[config.mk]
export PLATFORM = sky130hd
export DESIGN_NAME = mandel_engine_scheduler
export DESIGN_NICKNAME = d
export VERILOG_FILES = /design/src/rtl/mandel_pkg.sv /design/src/rtl/mandel_engine_scheduler_raster.sv /design/src/rtl/mandel_engine_scheduler.sv
export SDC_FILE = /design/constraint.sdc
export NUM_CORES = 1
export LEC_CHECK = 0
export BUFFER_PORTS_ARGS = -buffer_cell sky130_fd_sc_hd__clkbuf_2
export CORE_UTILIZATION = 59
export CTS_BUF_LIST = sky130_fd_sc_hd__clkbuf_16
export DETAILED_ROUTE_END_ITERATION = 10
export PLACE_DENSITY = 0.9
export SLEW_MARGIN = 20
export SYNTH_ARGS = -nofsm -noshare
export SYNTH_HDL_FRONTEND = slang
export SYNTH_SLANG_ARGS = --single-unit
[constraint.sdc]
create_clock -name out_stream_aclk -period 5.5 [get_ports out_stream_aclk]
set_input_delay 1.1 -clock out_stream_aclk [delete_from_list [all_inputs] [get_ports out_stream_aclk]]
set_output_delay 1.1 -clock out_stream_aclk [all_outputs]
set_load 0.02 [all_outputs]
[src/rtl/mandel_pkg.sv]
// Shared types and default widths for the multi-engine Mandelbrot pixel scheduler.
package mandel_pkg;
    localparam int COORD_W = 11;
    localparam int COLOR_W = 24;

    typedef enum logic [1:0] {
        IDLE  = 2'd0,
        RUN   = 2'd1,
        DRAIN = 2'd2
    } sched_state_t;

    typedef struct packed {
        logic [COLOR_W-1:0] color;
        logic [COORD_W-1:0] x;
        logic [COORD_W-1:0] y;
        logic               sof;
        logic               eol;
    } pix_slot_t;
endpackage

[src/rtl/mandel_engine_scheduler_raster.sv]
// Raster walker: latches the frame size on load and steps x then y on advance.
module raster_counter #(
    parameter int COORD_W = 11
) (
    input  logic               out_stream_aclk,
    input  logic               periph_resetn,
    input  logic               load,
    input  logic               advance,
    input  logic [COORD_W-1:0] w_size,
    input  logic [COORD_W-1:0] h_size,
    output logic [COORD_W-1:0] x,
    output logic [COORD_W-1:0] y,
    output logic               sof,
    output logic               eol,
    output logic               last
);
    logic [COORD_W-1:0] w_m1;
    logic [COORD_W-1:0] h_m1;

    // A zero size is treated as one pixel, so the last index is 0 in both cases.
    always_ff @(posedge out_stream_aclk or negedge periph_resetn) begin
        if (!periph_resetn) begin
            w_m1 <= '0;
            h_m1 <= '0;
            x    <= '0;
            y    <= '0;
        end else if (load) begin
            w_m1 <= (w_size == '0) ? '0 : w_size - 1'b1;
            h_m1 <= (h_size == '0) ? '0 : h_size - 1'b1;
            x    <= '0;
            y    <= '0;
        end else if (advance) begin
            if (x == w_m1) begin
                x <= '0;
                y <= (y == h_m1) ? '0 : y + 1'b1;
            end else begin
                x <= x + 1'b1;
            end
        end
    end

    assign sof  = (x == '0) && (y == '0);
    assign eol  = (x == w_m1);
    assign last = eol && (y == h_m1);
endmodule

[src/rtl/mandel_engine_scheduler.sv]
// Round-robin dispatch of raster pixels to replicated depth engines, with in-order
// collection through one result slot per lane onto a valid/ready pixel stream.
module mandel_engine_scheduler #(
    parameter int NUM_ENGINES = 4,
    parameter int COORD_W     = 11,
    parameter int COLOR_W     = 24,
    parameter int FRAME_CNT_W = 16
) (
    input  logic                           out_stream_aclk,
    input  logic                           periph_resetn,
    input  logic                           enable,
    input  logic [COORD_W-1:0]             x_size,
    input  logic [COORD_W-1:0]             y_size,
    output logic [NUM_ENGINES-1:0]         eng_start,
    output logic [NUM_ENGINES*COORD_W-1:0] eng_x,
    output logic [NUM_ENGINES*COORD_W-1:0] eng_y,
    input  logic [NUM_ENGINES-1:0]         eng_done,
    input  logic [NUM_ENGINES*COLOR_W-1:0] eng_color,
    output logic                           pix_valid,
    input  logic                           pix_ready,
    output logic [7:0]                     pix_r,
    output logic [7:0]                     pix_g,
    output logic [7:0]                     pix_b,
    output logic [COORD_W-1:0]             pix_x,
    output logic [COORD_W-1:0]             pix_y,
    output logic                           pix_sof,
    output logic                           pix_eol,
    output logic                           busy,
    output logic [FRAME_CNT_W-1:0]         frame_count,
    output logic                           err_spurious
);
    import mandel_pkg::*;

    localparam int PTR_W = (NUM_ENGINES > 1) ? $clog2(NUM_ENGINES) : 1;
    localparam int PTR_N = 1 << PTR_W;
    typedef logic [PTR_W-1:0] ptr_t;

    sched_state_t       state;
    ptr_t               dptr;
    ptr_t               optr;
    logic [PTR_N-1:0]   lane_busy;
    logic [PTR_N-1:0]   slot_full;
    logic [PTR_N-1:0]   lane_sof;
    logic [PTR_N-1:0]   lane_eol;
    logic [COORD_W-1:0] lane_x     [PTR_N];
    logic [COORD_W-1:0] lane_y     [PTR_N];
    logic [COLOR_W-1:0] slot_color [PTR_N];

    logic [COORD_W-1:0] r_x;
    logic [COORD_W-1:0] r_y;
    logic               r_sof;
    logic               r_eol;
    logic               r_last;
    logic               frame_load;
    logic               dispatch;
    logic               consume;

    function automatic ptr_t ptr_next(input ptr_t p);
        return (p == ptr_t'(NUM_ENGINES - 1)) ? '0 : p + 1'b1;
    endfunction

    assign frame_load = (state == IDLE) && enable;
    assign dispatch   = (state == RUN) && !lane_busy[dptr] && !slot_full[dptr];
    assign consume    = slot_full[optr] && pix_ready;

    raster_counter #(.COORD_W(COORD_W)) u_raster (
        .out_stream_aclk (out_stream_aclk),
        .periph_resetn   (periph_resetn),
        .load            (frame_load),
        .advance         (dispatch),
        .w_size          (x_size),
        .h_size          (y_size),
        .x               (r_x),
        .y               (r_y),
        .sof             (r_sof),
        .eol             (r_eol),
        .last            (r_last)
    );

    always_ff @(posedge out_stream_aclk or negedge periph_resetn) begin
        if (!periph_resetn) begin
            state        <= IDLE;
            dptr         <= '0;
            optr         <= '0;
            frame_count  <= '0;
            err_spurious <= 1'b0;
        end else begin
            case (state)
                IDLE:    if (enable) state <= RUN;
                RUN:     if (dispatch && r_last) state <= DRAIN;
                DRAIN: begin
                    if (lane_busy == '0 && slot_full == '0) begin
                        frame_count <= frame_count + 1'b1;
                        state       <= IDLE;
                    end
                end
                default: state <= IDLE;
            endcase
            if (dispatch) dptr <= ptr_next(dptr);
            if (consume)  optr <= ptr_next(optr);
            if ((eng_done & ~lane_busy[NUM_ENGINES-1:0]) != '0) err_spurious <= 1'b1;
        end
    end

    // A lane's coordinates double as its slot coordinates: they are only rewritten
    // on dispatch, which requires the slot to be empty.
    always_ff @(posedge out_stream_aclk or negedge periph_resetn) begin
        if (!periph_resetn) begin
            eng_start <= '0;
            lane_busy <= '0;
            slot_full <= '0;
            lane_sof  <= '0;
            lane_eol  <= '0;
            for (int k = 0; k < PTR_N; k++) begin
                lane_x[k]     <= '0;
                lane_y[k]     <= '0;
                slot_color[k] <= '0;
            end
        end else begin
            eng_start <= '0;
            for (int k = 0; k < NUM_ENGINES; k++) begin
                if (dispatch && dptr == ptr_t'(k)) begin
                    eng_start[k] <= 1'b1;
                    lane_busy[k] <= 1'b1;
                    lane_x[k]    <= r_x;
                    lane_y[k]    <= r_y;
                    lane_sof[k]  <= r_sof;
                    lane_eol[k]  <= r_eol;
                end else if (eng_done[k] && lane_busy[k]) begin
                    lane_busy[k]  <= 1'b0;
                    slot_full[k]  <= 1'b1;
                    slot_color[k] <= eng_color[k*COLOR_W +: COLOR_W];
                end
                if (consume && optr == ptr_t'(k)) slot_full[k] <= 1'b0;
            end
        end
    end

    for (genvar k = 0; k < NUM_ENGINES; k++) begin : g_lane_out
        assign eng_x[k*COORD_W +: COORD_W] = lane_x[k];
        assign eng_y[k*COORD_W +: COORD_W] = lane_y[k];
    end

    assign pix_valid = slot_full[optr];
    assign pix_r     = slot_color[optr][23:16];
    assign pix_g     = slot_color[optr][15:8];
    assign pix_b     = slot_color[optr][7:0];
    assign pix_x     = lane_x[optr];
    assign pix_y     = lane_y[optr];
    assign pix_sof   = lane_sof[optr];
    assign pix_eol   = lane_eol[optr];
    assign busy      = (state != IDLE);
endmodule

==> flow_metrics.env <==
export IMPL_synth_nets=1069
export IMPL_crit_type="reg -> out"
export IMPL_hold_path_class="reg -> reg"
export IMPL_cts_hold_buffers=0
export IMPL_worstHoldStart="frame_count[15]"
export IMPL_finClkSkew_ps=19.45
export IMPL_most_common_layout_cells="clkbuf_2 (283), dfrtp_1 (269), mux2_2 (122)"
export IMPL_setup_violations_final=0
export IMPL_cts_resized=0
export IMPL_status="completed"
export IMPL_fill_cells=1367
export IMPL_seqCellArea_sq_um=6787
export IMPL_clock_sinks=271
export IMPL_synthArstFlopShare_pct=100.0
export IMPL_core_area_sq_um=21290
export IMPL_cp_end_kind="primary output"
export IMPL_crit_fanout=36
export IMPL_power_frac_seq_pct=38.8
export IMPL_grt_pass1_wl_um=49520
export IMPL_hold_slack_ps=490.1
export IMPL_grtUsageTotal_pct=28.76
export IMPL_synth_edf_count=0
export IMPL_htreeDepth=1
export IMPL_grt_setup_unrepaired="no"
export IMPL_port_buffers=284
export IMPL_r2r_cells=5
export IMPL_fin_util_pct=72.46
export IMPL_cts_tree="yes"
export IMPL_drtIter0Drc=563
export IMPL_dpl_hpwl_um=21930
export IMPL_min_period_ps=3444
export IMPL_power_density_nw_per_um2=538.7
export IMPL_ys_ff_latch=271
export IMPL_drv_cap=0
export IMPL_slew_headroom_pct=43.50
export IMPL_yosysWarningCount=0
export IMPL_routabilityCongestion=0.8592
export IMPL_synthFlopType="dfrtp_1"
export IMPL_p_int_uw=5305
export IMPL_hold_path_endpoint="frame_count[15]"
export IMPL_cts_root_buf="clkbuf_16"
export IMPL_tightest_slew_ps=847.5
export IMPL_start_util_pct=60.82
export IMPL_rr_startpoint="dptr[0]"
export IMPL_crit_required_ps=4400
export IMPL_clockBufferDepth=3
export IMPL_power_uw=8309
export IMPL_combPwrFrac_pct=38.5
export IMPL_finalNetCount=1329
export IMPL_synth_cell_types=54
export IMPL_cpPeakStageDelay_ps=640
export IMPL_min_delay_path_depth=1
export IMPL_fp_dieH_um=150.1
export IMPL_chipWidth_um=150.1
export IMPL_p_clk_share_pct=22.7
export IMPL_critPathBufInv=2
export IMPL_io_pins=285
export IMPL_finalCritPeriodShare_pct=62.62
export IMPL_p_sw_uw=3004
export IMPL_post_drt_via_cell_ratio=5.923
export IMPL_critPathArrivalTime_ps=2340
export IMPL_cpLargestDelayFamily="buffers and inverters"
export IMPL_crit_chain="buf_4, mux4_2, clkbuf_2"
export IMPL_clk_pin_slew_worst_paths_ps=60
export IMPL_wl_per_cell_um=21.69
export IMPL_multi_input_area_sq_um=5771
export IMPL_area_growth_pct=19.12
export IMPL_drc=0
export IMPL_grt_pass1_vias=9092
export IMPL_synth_yosys_seq_area_share_pct=52.38
export IMPL_setup_tns_ps=0
export IMPL_netlist_area_sq_um=12950
export IMPL_die_area_sq_um=22540
export IMPL_antenna_found_initial=0
export IMPL_cp_slowest_cell="dfrtp_2"
export IMPL_final_max_slew_viol_count=0
export IMPL_leakagePower_uw=0.007130
export IMPL_drive_above_1_share_pct=48.30
export IMPL_dr_total_vias=8784
export IMPL_fmaxAchievable_ghz=0.2903
export IMPL_drt_first_pass_iters=5
export IMPL_hold_viol=0
export IMPL_grt_max_degree=111
export IMPL_crit_path_start_kind="flop"
export IMPL_wirelength_um=32160
export IMPL_final_common_cell="clkbuf_2"
export IMPL_clk_latency_ps=540
export IMPL_timing_rr_end="slot_color[87]"
export IMPL_post_cts_setup_buffers=0
export IMPL_swShare_pct=36.16
export IMPL_cts_buffers=28
export IMPL_vdd_drop_max_uv=372.6
export IMPL_ant_nets=0
export IMPL_rows=53
export IMPL_overflow=0
export IMPL_ff2ff_setup_slack_ps=2710
export IMPL_netlist_instances=928
export IMPL_avgSynthCellArea_sq_um=13.95
## power groups by stage
stage	Sequential [uW]	Combinational, uW	Clock (uW)
4_1_cts	3270	3110	1910
3_3_place_gp	3230	2970	0
5_1_grt	3290	3400	1990
3_5_place_dp	3290	3070	0
6_report	3220	3200	1890
2_1_floorplan	3120	2290	0
## worst reg2reg max path: stages, from the launching register on
cell	delay (ps)
dfrtp_1	490
nor3b_2	230
o311ai_4	740
nor3b_2	210
nor2_8	570
mux2_2	420
## registers in the layout, summed over array words and instances (netlist names)
name / count
lane_busy: 4
err_spurious: 1
eng_y: 44
optr: 2
u_raster.h_m1: 11
eng_x: 44
dptr: 2
lane_sof: 4
slot_full: 4
u_raster.x: 11
state: 2
frame_count: 16
lane_eol: 4
eng_start: 4
u_raster.y: 11
slot_color: 96
u_raster.w_m1: 11
## cell usage after synthesis (2+ instances only)
library cell	number	area (sq um)
dfrtp_1	271	6782
nand2b_1	5	31.28
mux2_2	122	1374
o21ai_0	29	145.1
a31oi_1	2	12.51
and2_0	2	12.51
and3_1	7	43.79
nor4b_1	3	26.28
clkbuf_1	27	101.4
a21oi_1	3	15.01
or3_1	9	56.30
a22oi_1	2	15.01
xor2_1	30	262.8
o31ai_1	5	37.54
nor3_1	11	55.05
or2_2	3	18.77
mux4_2	50	1126
a21o_1	5	37.54
buf_6	8	90.09
buf_1	6	22.52
nand4_1	5	31.28
mux2_1	14	157.7
and2_1	3	18.77
xnor2_1	30	262.8
ha_1	15	187.7
and4_1	5	43.79
nor3b_2	2	25.02
mux2_4	57	855.8
a2bb2oi_1	4	35.03
buf_2	12	60.06
or4_1	2	15.01
nor3b_1	5	37.54
o22ai_1	3	18.77
a32oi_1	5	43.79
nor2_1	30	112.6
nand2_1	47	176.4
buf_4	10	75.07
nor4_1	17	106.4
nand3_1	25	125.1
nor2_8	4	80.08
inv_1	20	75.07
## logic make-up after synthesis
group                    after synthesis  synth area share (%)
flip-flops                           271                 52.38
multiplexers                         243                 27.14
AND/OR/NAND/NOR                      188                 8.060
buffers and inverters                 83                 3.276
AO/OA/AOI/OAI                         68                 3.643
XOR/XNOR                              60                 4.059
adder cells (fa/ha/maj)               15                 1.450
## layer usage
metal,track usage [%],vias up,routed length (um)
li1,-,3886,-
met1,35.74,4510,12560
met2,50.79,326,16800
met3,5.061,62,1858
met4,9.697,0,949
met5,0,-,0
## area by class of cell
type,count,area share [%]
Clock inverter,21,1.379
Multi-Input combinational cell,574,37.41
Tap cell,275,2.231
Inverter,20,0.4867
Antenna cell,1,0.01622
Clock buffer,28,4.543
Sequential cell,271,44.00
Timing Repair Buffer,293,9.929
## how the worst max path moves through the flow
stage	depth (start not counted)	end	slack, ps	from
2_1_floorplan	3	pix_y[2]	2720	optr[0]
3_3_place_gp	2	pix_r[7]	2460	optr[0]
3_5_place_dp	2	pix_b[3]	2400	optr[0]
4_1_cts	2	pix_b[3]	1830	optr[0]
5_1_grt	3	pix_x[4]	1980	optr[0]
6_report	3	pix_x[4]	2060	optr[1]
## stage by stage
step | instances | instance area, sq um | setup WS [ps]
after global placement | 1432 | 14470 | 2457
after CTS | 1481 | 15390 | 1827
after detailed placement | 1432 | 14470 | 2397
final | 1483 | 15420 | 2056
after floorplan | 928 | 12950 | 2722
after global routing | 1482 | 15420 | 1982
(Power assumes the default switching activity.)
